File: config.mk
export PLATFORM = sky130hd
export DESIGN_NAME = dmem_ctrl_flat
export DESIGN_NICKNAME = d
export VERILOG_FILES = /design/src/rtl/dmem_pkg.sv /design/src/rtl/dmem_if.sv /design/src/rtl/dmem_rr_arb.sv /design/src/rtl/dmem_ctrl.sv /design/src/flat_wrapper.sv
export SDC_FILE = /design/constraint.sdc
export NUM_CORES = 1
export LEC_CHECK = 0
export BUFFER_PORTS_ARGS = -buffer_cell sky130_fd_sc_hd__buf_4
export CAP_MARGIN = 20
export CORE_ASPECT_RATIO = 0.5
export CORE_MARGIN = 10
export CORE_UTILIZATION = 35
export CTS_BUF_LIST = sky130_fd_sc_hd__clkbuf_4 sky130_fd_sc_hd__clkbuf_8 sky130_fd_sc_hd__clkbuf_16
export DETAILED_ROUTE_END_ITERATION = 10
export PLACE_DENSITY_LB_ADDON = 0.15
export SLEW_MARGIN = 30
export SYNTH_ARGS = -nofsm -noshare
export SYNTH_HDL_FRONTEND = slang
export SYNTH_SLANG_ARGS = --single-unit
File: constraint.sdc
create_clock -name clk -period 2.6 [get_ports clk]
set_input_delay 0.26 -clock clk [delete_from_list [all_inputs] [get_ports clk]]
set_output_delay 0.26 -clock clk [all_outputs]
set_load 0.005 [all_outputs]
File: src/rtl/dmem_pkg.sv
// Shared definitions for the data-memory controller slice.
//   - state_t       : controller FSM states (IDLE, READ, WRITE, RESP)
//   - F3_*          : load/store size codes carried on req_funct3
//   - DEPTH_DEFAULT : default data-memory size in 32-bit words
//   - load_extract  : pick and extend a byte/half/word out of a memory word
//   - store_merge   : replace the addressed byte/half lane(s) of a memory word
//   - access_err    : illegal size code, misalignment, or out-of-range address
package dmem_pkg;

  localparam int DEPTH_DEFAULT = 32;

  typedef enum logic [1:0] {
    IDLE  = 2'd0,
    READ  = 2'd1,
    WRITE = 2'd2,
    RESP  = 2'd3
  } state_t;

  localparam logic [2:0] F3_B  = 3'b000;
  localparam logic [2:0] F3_H  = 3'b001;
  localparam logic [2:0] F3_W  = 3'b010;
  localparam logic [2:0] F3_BU = 3'b100;
  localparam logic [2:0] F3_HU = 3'b101;

  function automatic logic [31:0] load_extract(input logic [31:0] word,
                                               input logic [2:0]  funct3,
                                               input logic [1:0]  off);
    logic [7:0]  b;
    logic [15:0] h;
    b = word[{off, 3'b000} +: 8];
    h = off[1] ? word[31:16] : word[15:0];
    case (funct3)
      F3_B:    return {{24{b[7]}}, b};
      F3_BU:   return {24'h0, b};
      F3_H:    return {{16{h[15]}}, h};
      F3_HU:   return {16'h0, h};
      default: return word;
    endcase
  endfunction

  // Only called for legal B/H stores, so funct3 is either a byte or half code.
  function automatic logic [31:0] store_merge(input logic [31:0] word,
                                              input logic [31:0] wdata,
                                              input logic [2:0]  funct3,
                                              input logic [1:0]  off);
    logic [31:0] w;
    w = word;
    if (funct3 == F3_B) w[{off, 3'b000} +: 8]   = wdata[7:0];
    else                w[{off[1], 4'b0000} +: 16] = wdata[15:0];
    return w;
  endfunction

  function automatic logic access_err(input logic [2:0]  funct3,
                                      input logic [31:0] addr,
                                      input logic [31:0] mem_bytes);
    logic e;
    case (funct3)
      F3_B, F3_BU: e = 1'b0;
      F3_H, F3_HU: e = addr[0];
      F3_W:        e = |addr[1:0];
      default:     e = 1'b1;
    endcase
    return e || (addr >= mem_bytes);
  endfunction

endpackage

File: src/rtl/dmem_if.sv
// Two-port request / shared response bus between requesters and dmem_ctrl.
// Port 0 is the core LSU, port 1 is debug/DMA.
//   req_valid/req_ready [1:0] : per-port handshake
//   req_we, req_addr, req_wdata, req_funct3 : per-port payload
//   rsp_valid [1:0]           : one-cycle completion pulse to the owning port
//   rsp_rdata, rsp_err        : shared response data, qualified by rsp_valid
//
// Handshake: a request transfers on a cycle where req_valid[p] and
// req_ready[p] are both 1. A requester raises valid with a stable payload and
// holds both unchanged until that cycle; ready never depends on anything but
// valid and controller state. Responses carry no back-pressure.
interface dmem_if;
  import dmem_pkg::*;

  logic [1:0]       req_valid;
  logic [1:0]       req_ready;
  logic [1:0]       req_we;
  logic [1:0][31:0] req_addr;
  logic [1:0][31:0] req_wdata;
  logic [1:0][2:0]  req_funct3;
  logic [1:0]       rsp_valid;
  logic [31:0]      rsp_rdata;
  logic             rsp_err;

  modport master (
    output req_valid, req_we, req_addr, req_wdata, req_funct3,
    input  req_ready, rsp_valid, rsp_rdata, rsp_err
  );

  modport slave (
    input  req_valid, req_we, req_addr, req_wdata, req_funct3,
    output req_ready, rsp_valid, rsp_rdata, rsp_err
  );

endinterface

File: src/rtl/dmem_rr_arb.sv
// Two-port round-robin arbiter.
//   clk, reset : clock, synchronous active-high reset
//   req        : per-port request
//   accept     : a grant was taken this cycle; rotates priority
//   grant      : one-hot grant (all zero when nothing requests)
//   grant_idx  : index of the granted port
// When both ports request, the port that was not granted last wins. After
// reset port 0 holds priority.
module dmem_rr_arb (
  input  logic       clk,
  input  logic       reset,
  input  logic [1:0] req,
  input  logic       accept,
  output logic [1:0] grant,
  output logic       grant_idx
);

  logic prio_q;  // port that wins a tie

  always_comb begin
    grant_idx = 1'b0;
    if (req == 2'b11) grant_idx = prio_q;
    else if (req[1])  grant_idx = 1'b1;
    grant = 2'b00;
    if (req != 2'b00) grant[grant_idx] = 1'b1;
  end

  always_ff @(posedge clk) begin
    if (reset)       prio_q <= 1'b0;
    else if (accept) prio_q <= ~grant_idx;
  end

endmodule

File: src/rtl/dmem_ctrl.sv
// Data-memory controller: arbitrates two requesters onto a single word-wide
// data memory with combinational read data, one transaction at a time.
// Sub-word stores are done as read-modify-write.
//   clk, reset : clock, synchronous active-high reset
//   bus        : dmem_if.slave request/response bus
//   mem_we, mem_addr, mem_wdata : memory write strobe, word address, data
//   mem_rdata  : combinational memory read data for mem_addr
//   dbg_state  : current FSM state
// Timing from accept cycle N: loads, word stores and errors respond at N+2
// (word-store write at N+1); sub-word stores write at N+2, respond at N+3.
module dmem_ctrl
  import dmem_pkg::*;
#(
  parameter int DEPTH = DEPTH_DEFAULT
) (
  input  logic        clk,
  input  logic        reset,
  dmem_if.slave       bus,
  output logic        mem_we,
  output logic [31:0] mem_addr,
  output logic [31:0] mem_wdata,
  input  logic [31:0] mem_rdata,
  output state_t      dbg_state
);

  localparam logic [31:0] MEM_BYTES = 32'(4 * DEPTH);

  state_t      state_q, state_d;
  logic        lat_we;
  logic        lat_port;
  logic [31:0] lat_addr;
  logic [31:0] lat_wdata;
  logic [2:0]  lat_f3;
  logic [31:0] word_q;    // memory word captured for read-modify-write
  logic [31:0] result_q;  // response data, already zero for stores/errors
  logic        err_q;

  logic [1:0]  grant;
  logic        grant_idx;
  logic        any_valid;
  logic        accept;
  logic        err_now;
  logic        word_store;

  assign any_valid  = |bus.req_valid;
  assign accept     = (state_q == IDLE) && any_valid && !reset;
  assign err_now    = access_err(lat_f3, lat_addr, MEM_BYTES);
  assign word_store = lat_we && (lat_f3 == F3_W) && !err_now;
  assign dbg_state  = state_q;

  dmem_rr_arb u_arb (
    .clk       (clk),
    .reset     (reset),
    .req       (bus.req_valid),
    .accept    (accept),
    .grant     (grant),
    .grant_idx (grant_idx)
  );

  always_comb begin
    state_d       = state_q;
    bus.req_ready = 2'b00;
    bus.rsp_valid = 2'b00;
    bus.rsp_rdata = 32'h0;
    bus.rsp_err   = 1'b0;
    mem_we        = 1'b0;
    mem_addr      = 32'h0;
    mem_wdata     = 32'h0;
    case (state_q)
      IDLE: begin
        if (any_valid) begin
          bus.req_ready = grant;
          state_d       = READ;
        end
      end
      READ: begin
        mem_addr = {lat_addr[31:2], 2'b00};
        if (word_store) begin
          mem_we    = 1'b1;
          mem_wdata = lat_wdata;
        end
        // Only a legal sub-word store needs the extra merge cycle.
        if (lat_we && !err_now && (lat_f3 != F3_W)) state_d = WRITE;
        else                                         state_d = RESP;
      end
      WRITE: begin
        mem_addr  = {lat_addr[31:2], 2'b00};
        mem_we    = 1'b1;
        mem_wdata = store_merge(word_q, lat_wdata, lat_f3, lat_addr[1:0]);
        state_d   = RESP;
      end
      RESP: begin
        bus.rsp_valid[lat_port] = 1'b1;
        bus.rsp_rdata           = result_q;
        bus.rsp_err             = err_q;
        state_d                 = IDLE;
      end
      default: state_d = IDLE;
    endcase
    // Reset wins over every state, so a write in flight never reaches memory.
    if (reset) begin
      state_d       = IDLE;
      bus.req_ready = 2'b00;
      bus.rsp_valid = 2'b00;
      bus.rsp_rdata = 32'h0;
      bus.rsp_err   = 1'b0;
      mem_we        = 1'b0;
      mem_addr      = 32'h0;
      mem_wdata     = 32'h0;
    end
  end

  always_ff @(posedge clk) begin
    if (reset) begin
      state_q   <= IDLE;
      lat_we    <= 1'b0;
      lat_port  <= 1'b0;
      lat_addr  <= 32'h0;
      lat_wdata <= 32'h0;
      lat_f3    <= 3'b000;
      word_q    <= 32'h0;
      result_q  <= 32'h0;
      err_q     <= 1'b0;
    end else begin
      state_q <= state_d;
      case (state_q)
        IDLE: begin
          if (any_valid) begin
            lat_we    <= bus.req_we[grant_idx];
            lat_addr  <= bus.req_addr[grant_idx];
            lat_wdata <= bus.req_wdata[grant_idx];
            lat_f3    <= bus.req_funct3[grant_idx];
            lat_port  <= grant_idx;
          end
        end
        READ: begin
          err_q    <= err_now;
          word_q   <= mem_rdata;
          result_q <= (err_now || lat_we) ? 32'h0
                                          : load_extract(mem_rdata, lat_f3, lat_addr[1:0]);
        end
        default: ;
      endcase
    end
  end

endmodule

File: src/flat_wrapper.sv
// flat-port wrapper written by rule: the top's interface ports become plain ports
module dmem_ctrl_flat import dmem_pkg::*;
#(
  parameter int DEPTH = DEPTH_DEFAULT
)
  (clk, reset, mem_we, mem_addr, mem_wdata, mem_rdata, dbg_state, bus_req_valid, bus_req_we, bus_req_addr, bus_req_wdata, bus_req_funct3, bus_req_ready, bus_rsp_valid, bus_rsp_rdata, bus_rsp_err);
  dmem_if bus_i ();
  input  logic clk;
  input  logic reset;
  output logic mem_we;
  output logic [31:0] mem_addr;
  output logic [31:0] mem_wdata;
  input  logic [31:0] mem_rdata;
  output state_t dbg_state;
  input wire logic [$bits(bus_i.req_valid)-1:0] bus_req_valid;
  input wire logic [$bits(bus_i.req_we)-1:0] bus_req_we;
  input wire logic [$bits(bus_i.req_addr)-1:0] bus_req_addr;
  input wire logic [$bits(bus_i.req_wdata)-1:0] bus_req_wdata;
  input wire logic [$bits(bus_i.req_funct3)-1:0] bus_req_funct3;
  output wire logic [$bits(bus_i.req_ready)-1:0] bus_req_ready;
  output wire logic [$bits(bus_i.rsp_valid)-1:0] bus_rsp_valid;
  output wire logic [$bits(bus_i.rsp_rdata)-1:0] bus_rsp_rdata;
  output wire logic [$bits(bus_i.rsp_err)-1:0] bus_rsp_err;
  assign bus_i.req_valid = bus_req_valid;
  assign bus_i.req_we = bus_req_we;
  assign bus_i.req_addr = bus_req_addr;
  assign bus_i.req_wdata = bus_req_wdata;
  assign bus_i.req_funct3 = bus_req_funct3;
  assign bus_req_ready = bus_i.req_ready;
  assign bus_rsp_valid = bus_i.rsp_valid;
  assign bus_rsp_rdata = bus_i.rsp_rdata;
  assign bus_rsp_err = bus_i.rsp_err;
  dmem_ctrl #(.DEPTH(DEPTH)) u_core (.clk(clk), .reset(reset), .bus(bus_i), .mem_we(mem_we), .mem_addr(mem_addr), .mem_wdata(mem_wdata), .mem_rdata(mem_rdata), .dbg_state(dbg_state));
endmodule
==> flow_summary.ini <==
[clock_network]
clk_path_buf_depth = 2
root_buffer = clkbuf_16
clock_sinks = 137
cts_hold_repair.buffers = 0
cts_tree = yes
cts_buffers = 17
clkTransAtPathRegs_ns = 0.06
htreeDepth = 4
worstSkewPairLatency_ns = 0.43

[power]
power.density_nw_per_um2 = 838
total_power_mw = 9.25
p_leak_nw = 4.88
peakVddDrop_v = 0.000485

[drt]
drt_iter0_markers = 461
wl_mm = 29.7
vias = 7633
postRouteAntennaNets = 0
post_drt_wl_per_cell_um = 19.8
drt_pre_antenna_iters = 5
avgViaCountPerCell = 5.09
drcViolationCount = 0

[floorplanning]
die_h_um = 125
rows = 38
dieArea_sq_um = 28700
core_area_sq_um = 21600
io_pins = 276
die_w_um = 230
initial_core_util_pct = 35.6

[cells_and_area]
n_fill_cell = 2081
num-nets-final = 1366
utilization_pct = 51.0
syn_to_final_growth_pct = 43.6
multi_input_comb_area_sq_um = 4630
drive_above_1_share_pct = 34.3
seq_area_sq_um = 2750
fin_area_sq_um = 11000

[yosys]
ys_ff_latch = 137
synth_cells = 914
yosys-top-cells-area = dfxtp_1 (36%), mux2i_1 (14%), nand2_1 (6.2%)
async_reset_ff_share_pct = 0
synth_cell_types = 61
synthesis.area_sq_um = 7690
netlist.top_cell.by_area = dfxtp_1
syn_avg_cell_area_sq_um = 8.41
synth-edff-count = 0
synth_flop_cell = dfxtp_1
synth_top_area_share_pct = 35.7
yosysWarnings = 0
seq_area_frac_synth_pct = 35.7

[timing]
fmax_mhz = 388
tightestPinTransition_ns = 0.979
setup_viol = 0
slew_headroom_pct = 34.5
finalHoldViolCount = 0
period_share_pct = 99.1
rsz0062_at_grt = true
fin_skew_ns = 0.00985
drv_slew = 0
post-route-min-period_ns = 2.58

[critical_path]
crit_buf_inv = 3
cp.arrival_ns = 2.32
r2r_cells = 8
r2r_start = u_core.lat_addr[0]
endpoint_kind = primary output
start_kind = register
worst_path_max_delay_cell = or4_4
cp_max_fo = 6
cp_data_required_time_ns = 2.34
r2r_slack_ns = 0.28
path_delay_family = simple AND/OR/NAND/NOR gates
crit_type = register to primary output
cpPeakStageDelay_ns = 0.48
r2r-end = u_core.result_q[27]
cp_common_cell = buf_4
crit_chain = inv_4 > ha_4 > or4_4 > nor4_4 > buf_4 > nand2_1 > o211ai_1 > buf_4

[placed_design]
hpwlAfterDp_mm = 23.3
globalplace.congestion = 0.879
numPortBuffers = 273
placed_area_sq_um = 10100

[grt]
antenna_found_initial = 0
grt_pass1_vias = 7524
grt.overflow.total = 0
grtUsageTotal_pct = 19.8
grt_pass1_wl_mm = 44.8
grt_max_degree = 71

[outcome]
outcome = finished, final reports clean

[hold_path]
min_path_cells = 3
hold_path_end = u_core.lat_addr[27]
hold_start = bus_req_addr[59]
hp-class = input pin to register

[flow_run]
cap_violations = 0
==> per-layer routing <==
| layer | GRT usage [%] | share of wire, % |
|---|---|---|
| met5 | 0 | 0 |
| met4 | 4.34 | 1.1 |
| met3 | 4.93 | 6.3 |
| met2 | 33.2 | 48 |
| met1 | 24.9 | 44 |
==> area by class of cell <==
type | count | area share (%)
diodes | 1 | 0.0227
multi-input cells | 667 | 42.0
well taps | 300 | 3.40
inverters | 40 | 1.38
repair buffers | 322 | 22.8
clock inverters | 8 | 1.08
flip-flops and latches | 137 | 24.9
clock buffers | 24 | 4.44
==> where the power goes <==
group          total, mW  switching [mW]  internal (mW)
clock               2.52           0.910           1.61
sequential          2.96           0.391           2.56
combinational       3.78            2.17           1.61
total               9.25            3.47           5.79
==> synth_stat cells (2+ instances only) <==
| library cell | number |
|---|---|
| a211oi_1 | 10 |
| inv_1 | 39 |
| a21o_1 | 2 |
| nor4b_1 | 3 |
| a311o_1 | 8 |
| nor2b_1 | 16 |
| nand2_1 | 127 |
| nor4_1 | 5 |
| nor2_1 | 43 |
| nand2b_1 | 9 |
| nor3_2 | 2 |
| dfxtp_1 | 137 |
| and2_1 | 73 |
| o211ai_1 | 14 |
| o31ai_1 | 2 |
| nand3b_1 | 2 |
| a22oi_1 | 6 |
| nor3_1 | 11 |
| o21ai_0 | 45 |
| clkbuf_1 | 45 |
| mux2_1 | 7 |
| or4_1 | 3 |
| buf_6 | 2 |
| o21ai_1 | 82 |
| a32oi_1 | 8 |
| or3_1 | 2 |
| a21boi_0 | 8 |
| ha_1 | 9 |
| buf_2 | 21 |
| a221oi_1 | 16 |
| mux2i_1 | 105 |
| o31ai_4 | 2 |
| o31ai_2 | 15 |
| buf_4 | 2 |
| a22o_1 | 7 |
==> worst reg2reg max path: stages (launching register included) <==
cell	delay, ns
dfxtp_2	0.32
inv_2	0.09
ha_4	0.15
or3b_4	0.39
buf_4	0.16
a2111oi_4	0.39
nand4_4	0.12
buf_4	0.28
o31ai_2	0.30
==> timing repair <==
item / 4_1_cts / 5_1_grt
endpoints found under the setup margin: 32 / 32
resized for setup: 25 / 21
pin swaps: 6 / 7
buffers inserted: 8 / 6
cloned: 1 / 2
==> layout by cell type (no fill, tap or decap), drive strengths merged, types with 10 or more instances in the layout <==
cell and count:
buf 320, a211oi 10, clkbuf 26, nor2b 16
nor2 44, nand2 127, o211ai 14, and2 73
dfxtp 137, nor3 14, inv 40, a221oi 16
o21ai 127, mux2i 105, o31ai 19
==> cell families (layout without fill, tap and decap cells) <==
family | after synthesis | count (layout) | share of synthesized area, %
flip-flops | 137 | 137 | 35.7
other | 1 | 3 | 0.0488
multiplexers | 113 | 113 | 15.0
AO/OA/AOI/OAI | 234 | 234 | 21.2
adder cells (fa/ha/maj) | 9 | 9 | 1.46
AND/OR/NAND/NOR | 309 | 309 | 20.6
buffers and inverters | 111 | 394 | 6.05
==> per-stage QoR <==
step	setup WS [ns]	hold slack, ns	setup TNS, ns	cells
floorplan	0.135	0.407	0	915
global placement	0.215	0.430	0	1449
detailed placement	0.178	0.436	0	1449
CTS	-0.000754	0.0868	-0.000754	1490
global route	-0.0442	0.106	-0.445	1498
finish	0.0244	0.0992	0	1499
==> registers in the layout (all words and copies together) (netlist names) <==
register             count
u_core.dbg_state         2
u_core.err_q             1
u_core.lat_addr         32
u_core.lat_f3            3
u_core.lat_port          1
u_core.lat_wdata        32
u_core.lat_we            1
u_core.result_q         32
u_core.u_arb.prio_q      1
u_core.word_q           32
==> how the worst max path moves through the flow <==
stage | end | cells past startpoint | start | slack [ns]
5_1_grt | mem_wdata[11] | 9 | u_core.lat_addr[1] | -0.04
4_1_cts | mem_wdata[27] | 8 | u_core.dbg_state[0] | -0.0008
2_1_floorplan | mem_wdata[16] | 9 | u_core.lat_addr[1] | 0.13
3_3_place_gp | mem_wdata[28] | 6 | u_core.lat_f3[0] | 0.21
6_report | mem_wdata[29] | 8 | u_core.lat_addr[1] | 0.02
3_5_place_dp | mem_wdata[30] | 6 | u_core.lat_f3[0] | 0.18
Note: power is estimated with default switching activity, not from simulation.
